--- config.mk ---
export PLATFORM = sky130hd
export DESIGN_NAME = arbitro_gerenciador_ativos
export DESIGN_NICKNAME = d
export VERILOG_FILES = /design/src/rtl/arbitro_gerenciador_ativos.sv
export SDC_FILE = /design/constraint.sdc
export NUM_CORES = 1
export LEC_CHECK = 0
export ABC_AREA = 1
export BUFFER_PORTS_ARGS = -buffer_cell sky130_fd_sc_hd__buf_2
export CAP_MARGIN = 20
export CORE_MARGIN = 2
export CORE_UTILIZATION = 45
export CTS_BUF_LIST = sky130_fd_sc_hd__clkbuf_16
export DETAILED_ROUTE_END_ITERATION = 8
export GPL_TIMING_DRIVEN = 0
export PLACE_DENSITY = 0.89
export SETUP_SLACK_MARGIN = 0.15
export SYNTH_ARGS = -nofsm -noshare
export SYNTH_HDL_FRONTEND = slang
export SYNTH_SLANG_ARGS = --single-unit
--- constraint.sdc ---
create_clock -name clk -period 2.4 [get_ports clk]
set_input_delay 0.24 -clock clk [delete_from_list [all_inputs] [get_ports clk]]
set_output_delay 0.24 -clock clk [all_outputs]
set_load 0.05 [all_outputs]
--- src/rtl/arbitro_gerenciador_ativos.sv ---
// Round-robin arbiter that owns the command port of gerenciador_ativos and issues one command at a time.
// Define ARB_GA_PRIORIDADE_DESATIVAR_EN to give deactivate requests precedence over updates.
module arbitro_gerenciador_ativos #(
  parameter int NUM_REQ         = 4,
  parameter int REQ_IDX_WIDTH   = $clog2(NUM_REQ),
  parameter int ADDR_WIDTH      = 5,
  parameter int DISTANCIA_WIDTH = 5,
  parameter int CUSTO_WIDTH     = 4
) (
  input  logic                               clk,
  input  logic                               rst_n,
  input  logic [NUM_REQ-1:0]                 req_desativar_in,
  input  logic [NUM_REQ-1:0]                 req_atualizar_in,
  input  logic [ADDR_WIDTH*NUM_REQ-1:0]      req_endereco_in,
  input  logic [ADDR_WIDTH*NUM_REQ-1:0]      req_anterior_in,
  input  logic [CUSTO_WIDTH*NUM_REQ-1:0]     req_menor_vizinho_in,
  input  logic [DISTANCIA_WIDTH*NUM_REQ-1:0] req_distancia_in,
  input  logic                               ga_ocupado_in,
  input  logic                               ga_buffers_cheios_in,
  output logic [NUM_REQ-1:0]                 arb_grant_out,
  output logic [REQ_IDX_WIDTH-1:0]           arb_indice_out,
  output logic                               arb_desativar_out,
  output logic                               arb_atualizar_out,
  output logic [ADDR_WIDTH-1:0]              arb_endereco_out,
  output logic [ADDR_WIDTH-1:0]              arb_anterior_out,
  output logic [CUSTO_WIDTH-1:0]             arb_menor_vizinho_out,
  output logic [DISTANCIA_WIDTH-1:0]         arb_distancia_out,
  output logic                               arb_ocupado_o
);

  typedef enum logic [1:0] {
    ST_IDLE     = 2'd0,
    ST_EMITIR   = 2'd1,
    ST_AGUARDAR = 2'd2
  } estado_t;

  estado_t                    estado_r, estado_s;
  logic [REQ_IDX_WIDTH-1:0]   ptr_r;
  logic [REQ_IDX_WIDTH:0]     busca_s;
  logic                       achou_s;
  logic [REQ_IDX_WIDTH-1:0]   vencedor_s;
  logic                       tipo_desat_s;
  logic                       inicia_s;
  logic [NUM_REQ-1:0]         grant_s;

  logic [NUM_REQ-1:0]         grant_r;
  logic [REQ_IDX_WIDTH-1:0]   indice_r;
  logic                       desativar_r;
  logic                       atualizar_r;
  logic [ADDR_WIDTH-1:0]      endereco_r;
  logic [ADDR_WIDTH-1:0]      anterior_r;
  logic [CUSTO_WIDTH-1:0]     menor_vizinho_r;
  logic [DISTANCIA_WIDTH-1:0] distancia_r;
  logic                       ocupado_r;

  // Deactivates already take precedence whenever any is pending, so the full flag cannot change the choice.
  logic unused_cheios_s;
  assign unused_cheios_s = ga_buffers_cheios_in;

  // Returns {found, index} of the first set bit searching ptr+1, ptr+2, ... modulo NUM_REQ.
  function automatic logic [REQ_IDX_WIDTH:0] rr_busca(input logic [NUM_REQ-1:0] pend,
                                                      input logic [REQ_IDX_WIDTH-1:0] ptr);
    logic                     achou;
    logic [REQ_IDX_WIDTH-1:0] idx;
    logic [REQ_IDX_WIDTH-1:0] cand;
    int                       pos;
    achou = 1'b0;
    idx   = {REQ_IDX_WIDTH{1'b0}};
    for (int k = 1; k <= NUM_REQ; k++) begin
      pos  = (int'(ptr) + k) % NUM_REQ;
      cand = REQ_IDX_WIDTH'(pos);
      if (!achou && pend[cand]) begin
        achou = 1'b1;
        idx   = cand;
      end else begin
        achou = achou;
      end
    end
    return {achou, idx};
  endfunction

  // Winner selection and command type for the current pointer.
  always_comb begin
    busca_s      = {(REQ_IDX_WIDTH+1){1'b0}};
    tipo_desat_s = 1'b0;
`ifdef ARB_GA_PRIORIDADE_DESATIVAR_EN
    if (|req_desativar_in) begin
      busca_s      = rr_busca(req_desativar_in, ptr_r);
      tipo_desat_s = 1'b1;
    end else begin
      busca_s      = rr_busca(req_atualizar_in, ptr_r);
      tipo_desat_s = 1'b0;
    end
`else
    busca_s      = rr_busca(req_desativar_in | req_atualizar_in, ptr_r);
    tipo_desat_s = req_desativar_in[busca_s[REQ_IDX_WIDTH-1:0]];
`endif
  end

  assign achou_s    = busca_s[REQ_IDX_WIDTH];
  assign vencedor_s = busca_s[REQ_IDX_WIDTH-1:0];
  assign grant_s    = {{(NUM_REQ-1){1'b0}}, 1'b1} << vencedor_s;

  // Next-state logic; inicia_s marks the single IDLE->EMITIR issue decision.
  always_comb begin
    estado_s = estado_r;
    inicia_s = 1'b0;
    case (estado_r)
      ST_IDLE: begin
        if (achou_s && !ga_ocupado_in) begin
          estado_s = ST_EMITIR;
          inicia_s = 1'b1;
        end else begin
          estado_s = ST_IDLE;
        end
      end
      ST_EMITIR: begin
        estado_s = ST_AGUARDAR;
      end
      ST_AGUARDAR: begin
        if (!ga_ocupado_in) begin
          estado_s = ST_IDLE;
        end else begin
          estado_s = ST_AGUARDAR;
        end
      end
      default: begin
        estado_s = ST_IDLE;
      end
    endcase
  end

  // State, pointer and registered outputs; payload is only reloaded on issue.
  always_ff @(posedge clk) begin
    if (!rst_n) begin
      estado_r        <= ST_IDLE;
      ptr_r           <= REQ_IDX_WIDTH'(NUM_REQ - 1);
      grant_r         <= {NUM_REQ{1'b0}};
      indice_r        <= {REQ_IDX_WIDTH{1'b0}};
      desativar_r     <= 1'b0;
      atualizar_r     <= 1'b0;
      endereco_r      <= {ADDR_WIDTH{1'b0}};
      anterior_r      <= {ADDR_WIDTH{1'b0}};
      menor_vizinho_r <= {CUSTO_WIDTH{1'b0}};
      distancia_r     <= {DISTANCIA_WIDTH{1'b0}};
      ocupado_r       <= 1'b0;
    end else begin
      estado_r  <= estado_s;
      ocupado_r <= (estado_s != ST_IDLE);
      if (inicia_s) begin
        ptr_r           <= vencedor_s;
        indice_r        <= vencedor_s;
        grant_r         <= grant_s;
        desativar_r     <= tipo_desat_s;
        atualizar_r     <= !tipo_desat_s;
        endereco_r      <= req_endereco_in[ADDR_WIDTH*vencedor_s +: ADDR_WIDTH];
        anterior_r      <= req_anterior_in[ADDR_WIDTH*vencedor_s +: ADDR_WIDTH];
        menor_vizinho_r <= req_menor_vizinho_in[CUSTO_WIDTH*vencedor_s +: CUSTO_WIDTH];
        distancia_r     <= req_distancia_in[DISTANCIA_WIDTH*vencedor_s +: DISTANCIA_WIDTH];
      end else begin
        grant_r     <= {NUM_REQ{1'b0}};
        desativar_r <= 1'b0;
        atualizar_r <= 1'b0;
      end
    end
  end

  assign arb_grant_out         = grant_r;
  assign arb_indice_out        = indice_r;
  assign arb_desativar_out     = desativar_r;
  assign arb_atualizar_out     = atualizar_r;
  assign arb_endereco_out      = endereco_r;
  assign arb_anterior_out      = anterior_r;
  assign arb_menor_vizinho_out = menor_vizinho_r;
  assign arb_distancia_out     = distancia_r;
  assign arb_ocupado_o         = ocupado_r;

endmodule

==> flow_summary.toml, run 1 <==
[critical_path]
timing_worst_setup_path_type = "register to register"
worst-path-buf-inv = 3
critPathLaunchType = "register"
timing.critical_path.required_ns = 2.57
cp-end-kind = "register"
crit_chain = "inv_2 -> nand2_1 -> nand2_2 -> nand3_2 -> nand2_2 -> nor2_2 -> nand3_1 -> nand2_1 -> nand2_2 -> buf_2 -> buf_6 -> nand3_1 -> nand3_1 -> nand3_1 -> nand2_1"
worst_stage_delay_on_the_critical_path_ns = 0.45
worstRegToRegCells = 15
worst-path-max-fanout = 10
cp_top_family = "simple AND/OR/NAND/NOR gates"
worst-endpoint-arrival_ns = 2.24
crit_path_top_delay_cell = "sky130_fd_sc_hd__dfxtp_1"
critical_path_depth = 15
critPathMostFrequentCell = "sky130_fd_sc_hd__nand3_1"

[outcome]
outcome = "complete, no violations"

[clock_network]
clock-root-buffer = "sky130_fd_sc_hd__clkbuf_16"
cts.htree.levels = 2
clock_tree.buffer_depth = 2
hold_buffers = 0
post_cts_resize_count = 0
worstSkewPairLatency_ns = 0.28
clk_transition_reported_paths_ns = 0.05
cts_setup_buffers = 0
tritoncts.num_buffers = 5
cts_tree = "yes"
clock_sinks = 32

[final_layout]
final_cell_area_um2 = 2970
area_growth_pct = 37.1
final_core_util_pct = 63.2
num-fill-cells = 416
final_common_cell = "sky130_fd_sc_hd__buf_2"
layout_common_cells = "sky130_fd_sc_hd__buf_2, sky130_fd_sc_hd__nand2_1, sky130_fd_sc_hd__nand3_1, sky130_fd_sc_hd__inv_1, sky130_fd_sc_hd__dfxtp_1"
multi_input_comb_area_um2 = 1170
sequential_cell_area_um2 = 641
nNetsFinal = 572
n_antenna_cell = 0
final_layout_size_suffix_gt1_share_pct = 33.0

[drt]
detailed_route_wl_um = 6740
detailroute.via_count = 2840
routed_via_density = 5.27
drt-pass1-iter-count = 5
drt.antenna.violating_nets = 0
drt-wirelength-per-cell_um = 12.5
post_route_drc_violation_count = 0
initialDrtViolationCount = 204

[logic_synthesis]
synth_seq_cells = 32
async_flop_share_pct = 0
synth-edff-count = 0
ranking_of_synthesized_cells_by_area = "sky130_fd_sc_hd__dfxtp_1, sky130_fd_sc_hd__nand3_1, sky130_fd_sc_hd__nand2_1"
synth_top_area_share_pct = 29.6
postSynthNetCount = 451
postSynthAreaPerCell_um2 = 5.96
post-synth-top-area-cell = "sky130_fd_sc_hd__dfxtp_1"
ys.warnings.count = 0
ys_seq_area_share_pct = 29.6
cell_count_after_synthesis = 363
synth_cell_area_um2 = 2160
synth.lib_cells_used.distinct = 21
synthFlopType = "sky130_fd_sc_hd__dfxtp_1"

[timing]
max_slew_margin_pct = 80.1
final_period_minus_worst_setup_slack_ns = 2.06
max_freq_mhz = 484
post-route-worst-setup-slack_ns = 0.335
final.hold.worst_slack_ns = 0.263
fin_worst_skew_ns = 0.00425
max_slew.worst_pin.slew_ns = 0.298
final.period_utilization_pct = 86.0
tns_ns = 0
timing_hold_violations_final = 0
finalSetupViolCount = 0
grt_setup_unrepaired = "no"
timing.final.max_slew_violations = 0

[floorplanning]
design.portCount = 116
placement_rows = 25
die_area_um2 = 5380
fp.dieH_um = 73.3
initial_core_utilization_pct = 46.1
die_width_um = 73.3
coreArea_um2 = 4690

[hold_path]
worst_hold_path_type = "input pin to register"
worst_hold_path.num_cells = 3

[grt]
grt_start_max_net_pins = 11
grt_util_all_layers_pct = 25.6
grt_first_pass_wirelength_um = 10700
grt_antenna_before_repair = 0
grt_overflow = 0
via_count_of_the_first_global_routing_pass = 2501

[placed_design]
gp_congestion = 0.846
placed_cell_area_um2 = 2800
detailedPlace.worstSlack_ns = 0.374
place.port_buffers = 114
placed_wire_length_estimate_um = 5100

[flow_run]
maxCapViolations = 0

[power]
power.ir.vdd_worst_mv = 0.636
power-per-cell-area_nw_per_um2 = 1120
power.leakage_nw = 1.81
-- report_power, final --
part           leakage (nW)  internal [W]  switching (W)
combinational          1.46      0.000624        0.00130
sequential            0.263      0.000642      0.0000556
clock                0.0850      0.000483       0.000221
-- cells in the mapped netlist, types with 2 or more instances --
| library cell | number |
|---|---|
| sky130_fd_sc_hd__nand3_1 | 103 |
| sky130_fd_sc_hd__buf_2 | 12 |
| sky130_fd_sc_hd__nor2_1 | 27 |
| sky130_fd_sc_hd__buf_4 | 3 |
| sky130_fd_sc_hd__nor2_2 | 2 |
| sky130_fd_sc_hd__nand2_2 | 6 |
| sky130_fd_sc_hd__nand3_2 | 3 |
| sky130_fd_sc_hd__inv_1 | 45 |
| sky130_fd_sc_hd__nand2_1 | 109 |
| sky130_fd_sc_hd__dfxtp_1 | 32 |
| sky130_fd_sc_hd__buf_6 | 7 |
| sky130_fd_sc_hd__inv_2 | 3 |
| sky130_fd_sc_hd__o21ai_0 | 3 |
-- tightest hold or removal path: stages --
cell and delay [ns]:
sky130_fd_sc_hd__buf_2 0.10, sky130_fd_sc_hd__nand2_1 0.07, sky130_fd_sc_hd__a211oi_1 0.07
-- kinds of logic (layout without fill, tap and decap cells) --
family                 after synthesis  in the layout  synth area share, %
AND/OR/NAND/NOR                    252            252                 51.7
flip-flops                          32             32                 29.6
buffers and inverters               72            194                 16.4
AO/OA/AOI/OAI                        7              7                 2.31
-- flip-flops by register name, indices dropped and copies added, names as in the netlist --
| name | cells |
|---|---|
| arb_desativar_out | 1 |
| estado_r | 2 |
| arb_endereco_out | 5 |
| ptr_r | 2 |
| arb_menor_vizinho_out | 4 |
| arb_indice_out | 2 |
| arb_anterior_out | 5 |
| arb_ocupado_o | 1 |
| arb_atualizar_out | 1 |
| arb_distancia_out | 5 |
| arb_grant_out | 4 |
-- layout make-up --
type	instances	share of cell area [%]
Multi-Input combinational cell	259	39.4
Sequential cell	32	21.6
Timing Repair Buffer	114	19.2
Inverter	50	6.50
Buffer	22	5.44
Clock buffer	5	4.22
Tap cell	54	2.28
Clock inverter	3	1.31
-- path summary, 6_finish.rpt --
path                           from  slack (ns)                  endpoint
setup / recovery           ptr_r[1]        0.34  arb_menor_vizinho_out[2]
setup reg to reg           ptr_r[1]        0.34  arb_menor_vizinho_out[2]
hold / removal        ga_ocupado_in        0.26               estado_r[1]
hold reg to reg   arb_indice_out[1]        0.45         arb_indice_out[1]
-- routing by layer --
metal	wire [µm]	track usage (%)
met5	0	0
met4	171	9.29
met3	671	5.76
met2	3170	43.0
met1	2740	32.0
-- stage by stage --
stage / std cells / total power [W]
6_report: 539 / 0.00332
5_1_grt: 539 / 0.00355
4_1_cts: 539 / 0.00331
3_5_place_dp: 531 / 0.00260
3_3_place_gp: 531 / 0.00256
2_1_floorplan: 363 / 0.00215
(Power assumes the default switching activity.)
==> run 2: changes to the inputs <==
==> constraint.sdc (replaced) <==
create_clock -name clk -period 2.3 [get_ports clk]
set_input_delay 0.23 -clock clk [delete_from_list [all_inputs] [get_ports clk]]
set_output_delay 0.23 -clock clk [all_outputs]
set_load 0.05 [all_outputs]
==> flow_summary.toml, run 2 (synthesis gave the netlist of run 1 again) <==
[drt]
detailed_route_wl_um = 6920
detailroute.via_count = 2824
post_route_drc_violation_count = 0
routed_via_density = 5.24
drt-pass1-iter-count = 6
initialDrtViolationCount = 228
drt-wirelength-per-cell_um = 12.8
drt.antenna.violating_nets = 0

[critical_path]
worstRegToRegCells = 17
crit_path_top_delay_cell = "sky130_fd_sc_hd__dfxtp_1"
timing.critical_path.required_ns = 2.52
worst_stage_delay_on_the_critical_path_ns = 0.32
timing_worst_setup_path_type = "register to register"
cp-end-kind = "register"
worst-endpoint-arrival_ns = 2.23
crit_chain = "buf_6 -> inv_6 -> nand2_1 -> nand2_2 -> nand3_2 -> nand2_2 -> nor2_4 -> nand3_2 -> nand2_1 -> nand2_2 -> nand2_2 -> buf_6 -> buf_6 -> nand2_1 -> nand3_1 -> nand3_1 -> nand2_1"
critPathLaunchType = "register"
worst-path-max-fanout = 10

[clock_network]
worstSkewPairLatency_ns = 0.28
clock_tree.buffer_depth = 2
cts.htree.levels = 2
clock_sinks = 32
clock-root-buffer = "sky130_fd_sc_hd__clkbuf_16"
clk_transition_reported_paths_ns = 0.05
cts_setup_buffers = 0
cts_tree = "yes"
tritoncts.num_buffers = 5

[placed_design]
gp_congestion = 0.846
place.port_buffers = 114
placed_cell_area_um2 = 2800
placed_wire_length_estimate_um = 5100

[final_layout]
final_common_cell = "sky130_fd_sc_hd__buf_2"
layout_common_cells = "sky130_fd_sc_hd__buf_2, sky130_fd_sc_hd__nand2_1, sky130_fd_sc_hd__nand3_1, sky130_fd_sc_hd__inv_1, sky130_fd_sc_hd__dfxtp_1"
sequential_cell_area_um2 = 642
final_cell_area_um2 = 2990
multi_input_comb_area_um2 = 1190
nNetsFinal = 572
final_core_util_pct = 63.8
area_growth_pct = 38.4
final_layout_size_suffix_gt1_share_pct = 33.6
n_antenna_cell = 0
num-fill-cells = 412

[timing]
final.period_utilization_pct = 87.3
tns_ns = 0
max_freq_mhz = 498
finalSetupViolCount = 0
final_period_minus_worst_setup_slack_ns = 2.01
fin_worst_skew_ns = 0.00548
final.hold.worst_slack_ns = 0.263
timing_hold_violations_final = 0
max_slew.worst_pin.slew_ns = 0.250
max_slew_margin_pct = 83.2
grt_setup_unrepaired = "no"
timing.final.max_slew_violations = 0

[floorplanning]
fp.dieH_um = 73.3
placement_rows = 25
initial_core_utilization_pct = 46.1
design.portCount = 116
coreArea_um2 = 4690
die_area_um2 = 5380
die_width_um = 73.3

[grt]
via_count_of_the_first_global_routing_pass = 2501
grt_util_all_layers_pct = 25.6
grt_antenna_before_repair = 0
grt_first_pass_wirelength_um = 10700
grt_start_max_net_pins = 11
grt_overflow = 0

[hold_path]
worst_hold_path_type = "input pin to register"
worst_hold_path.num_cells = 3

[power]
power.leakage_nw = 1.81
power.ir.vdd_worst_mv = 0.638
power-per-cell-area_nw_per_um2 = 1170

[flow_run]
maxCapViolations = 0

[outcome]
outcome = "complete, no violations"
[run 2: layout make-up]
cell class	instances	area share [%]
multi-input combinational	259	39.6
sequential	32	21.4
timing repair buffer	114	19.1
inverter	50	6.44
buffer	22	5.73
clock buffer	5	4.18
tap	54	2.26
clock inverter	3	1.30
[run 2: timing repair]
action,CTS,global route
hold buffers,0,0
gates resized for setup,0,10
endpoints found under the setup margin,0,18
endpoints found under the hold margin,0,0
[run 2: power breakdown]
part	internal (W)	switching, W
registers	0.000670	0.0000578
logic	0.000676	0.00138
clock network	0.000504	0.000232
[run 2: critical path, delay by kind of cell (launching register included)]
kind | cells | cell delay [ns]
buf+inv | 4 | 0.49
simple gates | 13 | 1.14
flops | 1 | 0.32
[run 2: worst paths after layout]
kind / start / to / slack, ns
hold reg to reg: arb_indice_out[1] / arb_indice_out[1] / 0.44
setup / recovery: ptr_r[0] / arb_distancia_out[4] / 0.29
setup reg to reg: ptr_r[0] / arb_distancia_out[4] / 0.29
hold / removal: ga_ocupado_in / estado_r[1] / 0.26
[run 2: per-stage QoR]
stage          setup WS, ns  power, W  std cells
2_1_floorplan         0.564   0.00224        363
3_3_place_gp          0.347   0.00267        531
3_5_place_dp          0.284   0.00271        531
4_1_cts               0.265   0.00345        539
5_1_grt               0.124   0.00376        539
6_report              0.293   0.00352        539
[run 2: metal layers]
metal  track usage [%]  wire (µm)  up-vias
met2              43.0       3310      171
met4              9.29        135        0
li1                  -          -     1388
met3              5.76        633       16
met5                 0          0        -
met1              32.0       2840     1249
==> run 3: changes to the inputs <==
--- a/config.mk
+++ b/config.mk
@@ -14,6 +14,7 @@
 export DETAILED_ROUTE_END_ITERATION = 8
 export GPL_TIMING_DRIVEN = 0
 export PLACE_DENSITY = 0.89
+export REMOVE_ABC_BUFFERS = 1
 export SETUP_SLACK_MARGIN = 0.15
 export SYNTH_ARGS = -nofsm -noshare
 export SYNTH_HDL_FRONTEND = slang
==> flow_summary.toml, run 3 (synthesis gave the netlist of run 1 again) <==
[drt]
detailroute.via_count = 2793
drt.antenna.violating_nets = 0
drt-wirelength-per-cell_um = 13.5
initialDrtViolationCount = 138
post_route_drc_violation_count = 0
detailed_route_wl_um = 7260
drt-pass1-iter-count = 6
routed_via_density = 5.20

[critical_path]
timing.reg2reg.setup_slack_ns = 0.27
critPathLaunchType = "register"
critPathMostFrequentCell = "sky130_fd_sc_hd__nand2_1"
worst_stage_delay_on_the_critical_path_ns = 0.40
worst-endpoint-arrival_ns = 2.19
cp_top_family = "simple AND/OR/NAND/NOR gates"
crit_chain = "inv_6 -> nand2_1 -> nand2_1 -> nand2_1 -> nand2_2 -> o21ai_4 -> nand3_4 -> buf_4 -> nand3_1 -> nand3_1 -> nand3_1 -> nand2_1"
timing.critical_path.required_ns = 2.46
cp-end-kind = "register"
worst-path-max-fanout = 10
crit_path_top_delay_cell = "sky130_fd_sc_hd__dfxtp_4"
worst-path-buf-inv = 2
timing_worst_setup_path_type = "register to register"

[placed_design]
detailedPlace.worstSlack_ns = -1.05
place.port_buffers = 114
placed_wire_length_estimate_um = 4100
gp_congestion = 0.896
place.detailed.instances = 510

[power]
internal_power_w = 0.00172
p_comb_share_pct = 62.8
power.share.clock_pct = 16.3
reported_net_switching_power_w = 0.00181
power-per-cell-area_nw_per_um2 = 1130
power.leakage_nw = 1.80
totalPowerFinal_w = 0.00353
power.share.sequential_pct = 20.9
power.ir.vdd_worst_mv = 0.484
switching_share_pct = 51.2

[grt]
grt_start_max_net_pins = 24
grt_util_all_layers_pct = 24.9
grt_antenna_before_repair = 0
via_count_of_the_first_global_routing_pass = 2408
grt_overflow = 0
grt_first_pass_wirelength_um = 10400

[clock_network]
clock_sinks = 32
clock-root-buffer = "sky130_fd_sc_hd__clkbuf_16"
cts_tree = "yes"
hold_buffers = 0
tritoncts.num_buffers = 5
clock_tree.buffer_depth = 2
worstSkewPairLatency_ns = 0.26
clk_transition_reported_paths_ns = 0.05
cts.htree.levels = 2

[final_layout]
final_common_cell = "sky130_fd_sc_hd__buf_2"
area_growth_pct = 44.4
n_antenna_cell = 0
nNetsFinal = 573
final_layout_size_suffix_gt1_share_pct = 35.4
layout_common_cells = "sky130_fd_sc_hd__buf_2, sky130_fd_sc_hd__nand2_1, sky130_fd_sc_hd__nand3_1, sky130_fd_sc_hd__inv_1, sky130_fd_sc_hd__dfxtp_1"
layoutNonFillerInstCount = 537

[timing]
final.hold.worst_slack_ns = 0.281
max_slew_margin_pct = 73.1
max_slew.worst_pin.slew_ns = 0.402
grt_setup_unrepaired = "no"
finalSetupViolCount = 0
fin_worst_skew_ns = 0.00368
final_period_minus_worst_setup_slack_ns = 2.03
post-route-worst-setup-slack_ns = 0.270
timing_hold_violations_final = 0
timing.final.max_slew_violations = 0
final.period_utilization_pct = 88.3
max_freq_mhz = 493

[flow_run]
maxCapViolations = 0

[hold_path]
worst_hold_path_type = "input pin to register"

[floorplanning]
die_area_um2 = 5380
design.portCount = 116
fp.dieH_um = 73.3
die_width_um = 73.3
initial_core_utilization_pct = 46.1
coreArea_um2 = 4690
placement_rows = 25

[outcome]
outcome = "complete, no violations"
run 3: repair_timing:
item,4_1_cts,5_1_grt
buffers inserted,4,10
gates cloned,6,2
pin swaps,4,6
gates resized for setup,19,14
setup endpoints to repair,29,29
run 3: final cells by class:
| class | instances | area (µm²) |
|---|---|---|
| fill | 421 | 1570 |
| multi-input combinational | 267 | 1380 |
| timing repair buffer | 129 | 697 |
| sequential | 32 | 646 |
| inverter | 50 | 205 |
| clock buffer | 5 | 125 |
| tap | 54 | 67.6 |
run 3: final timing paths:
kind                             start                   end  cells past startpoint
setup / recovery              ptr_r[0]  arb_distancia_out[0]                     12
hold / removal    req_distancia_in[19]  arb_distancia_out[4]                      5
setup reg to reg              ptr_r[0]  arb_distancia_out[0]                     12
hold reg to reg   arb_distancia_out[4]  arb_distancia_out[4]                      2
run 3: per-layer routing:
metal	wire length, µm	vias up	global-route usage [%]
met5	0	-	0
met3	540	6	4.66
met4	61	0	7.68
li1	-	1395	-
met1	3040	1246	28.5
met2	3620	146	46.5
run 3: worst register-to-register path, cell delays in order (launching register included):
cell and delay (ns):
sky130_fd_sc_hd__dfxtp_4 0.40, sky130_fd_sc_hd__inv_6 0.08, sky130_fd_sc_hd__nand2_1 0.11, sky130_fd_sc_hd__nand2_1 0.07, sky130_fd_sc_hd__nand2_1 0.10, sky130_fd_sc_hd__nand2_2 0.12
sky130_fd_sc_hd__o21ai_4 0.24, sky130_fd_sc_hd__nand3_4 0.25, sky130_fd_sc_hd__buf_4 0.24, sky130_fd_sc_hd__nand3_1 0.09, sky130_fd_sc_hd__nand3_1 0.10, sky130_fd_sc_hd__nand3_1 0.09
sky130_fd_sc_hd__nand2_1 0.05
run 3: metrics by stage:
stage,instance area [µm²],util (%),TNS (ns)
finish,3120,66.6,0
global route,3120,66.6,0
CTS,2950,63.0,0
detailed placement,2650,56.4,-23.81
global placement,2640,56.3,-22.35
floorplan,2000,-,-5.04
run 3: power groups by stage:
stage / Sequential, W / Clock [W] / Combinational, W
global placement: 0.000739 / 0 / 0.00168
floorplan: 0.00110 / 0 / 0.000941
CTS: 0.000744 / 0.000584 / 0.00202
global route: 0.000751 / 0.000616 / 0.00238
finish: 0.000739 / 0.000574 / 0.00221
detailed placement: 0.000743 / 0 / 0.00173
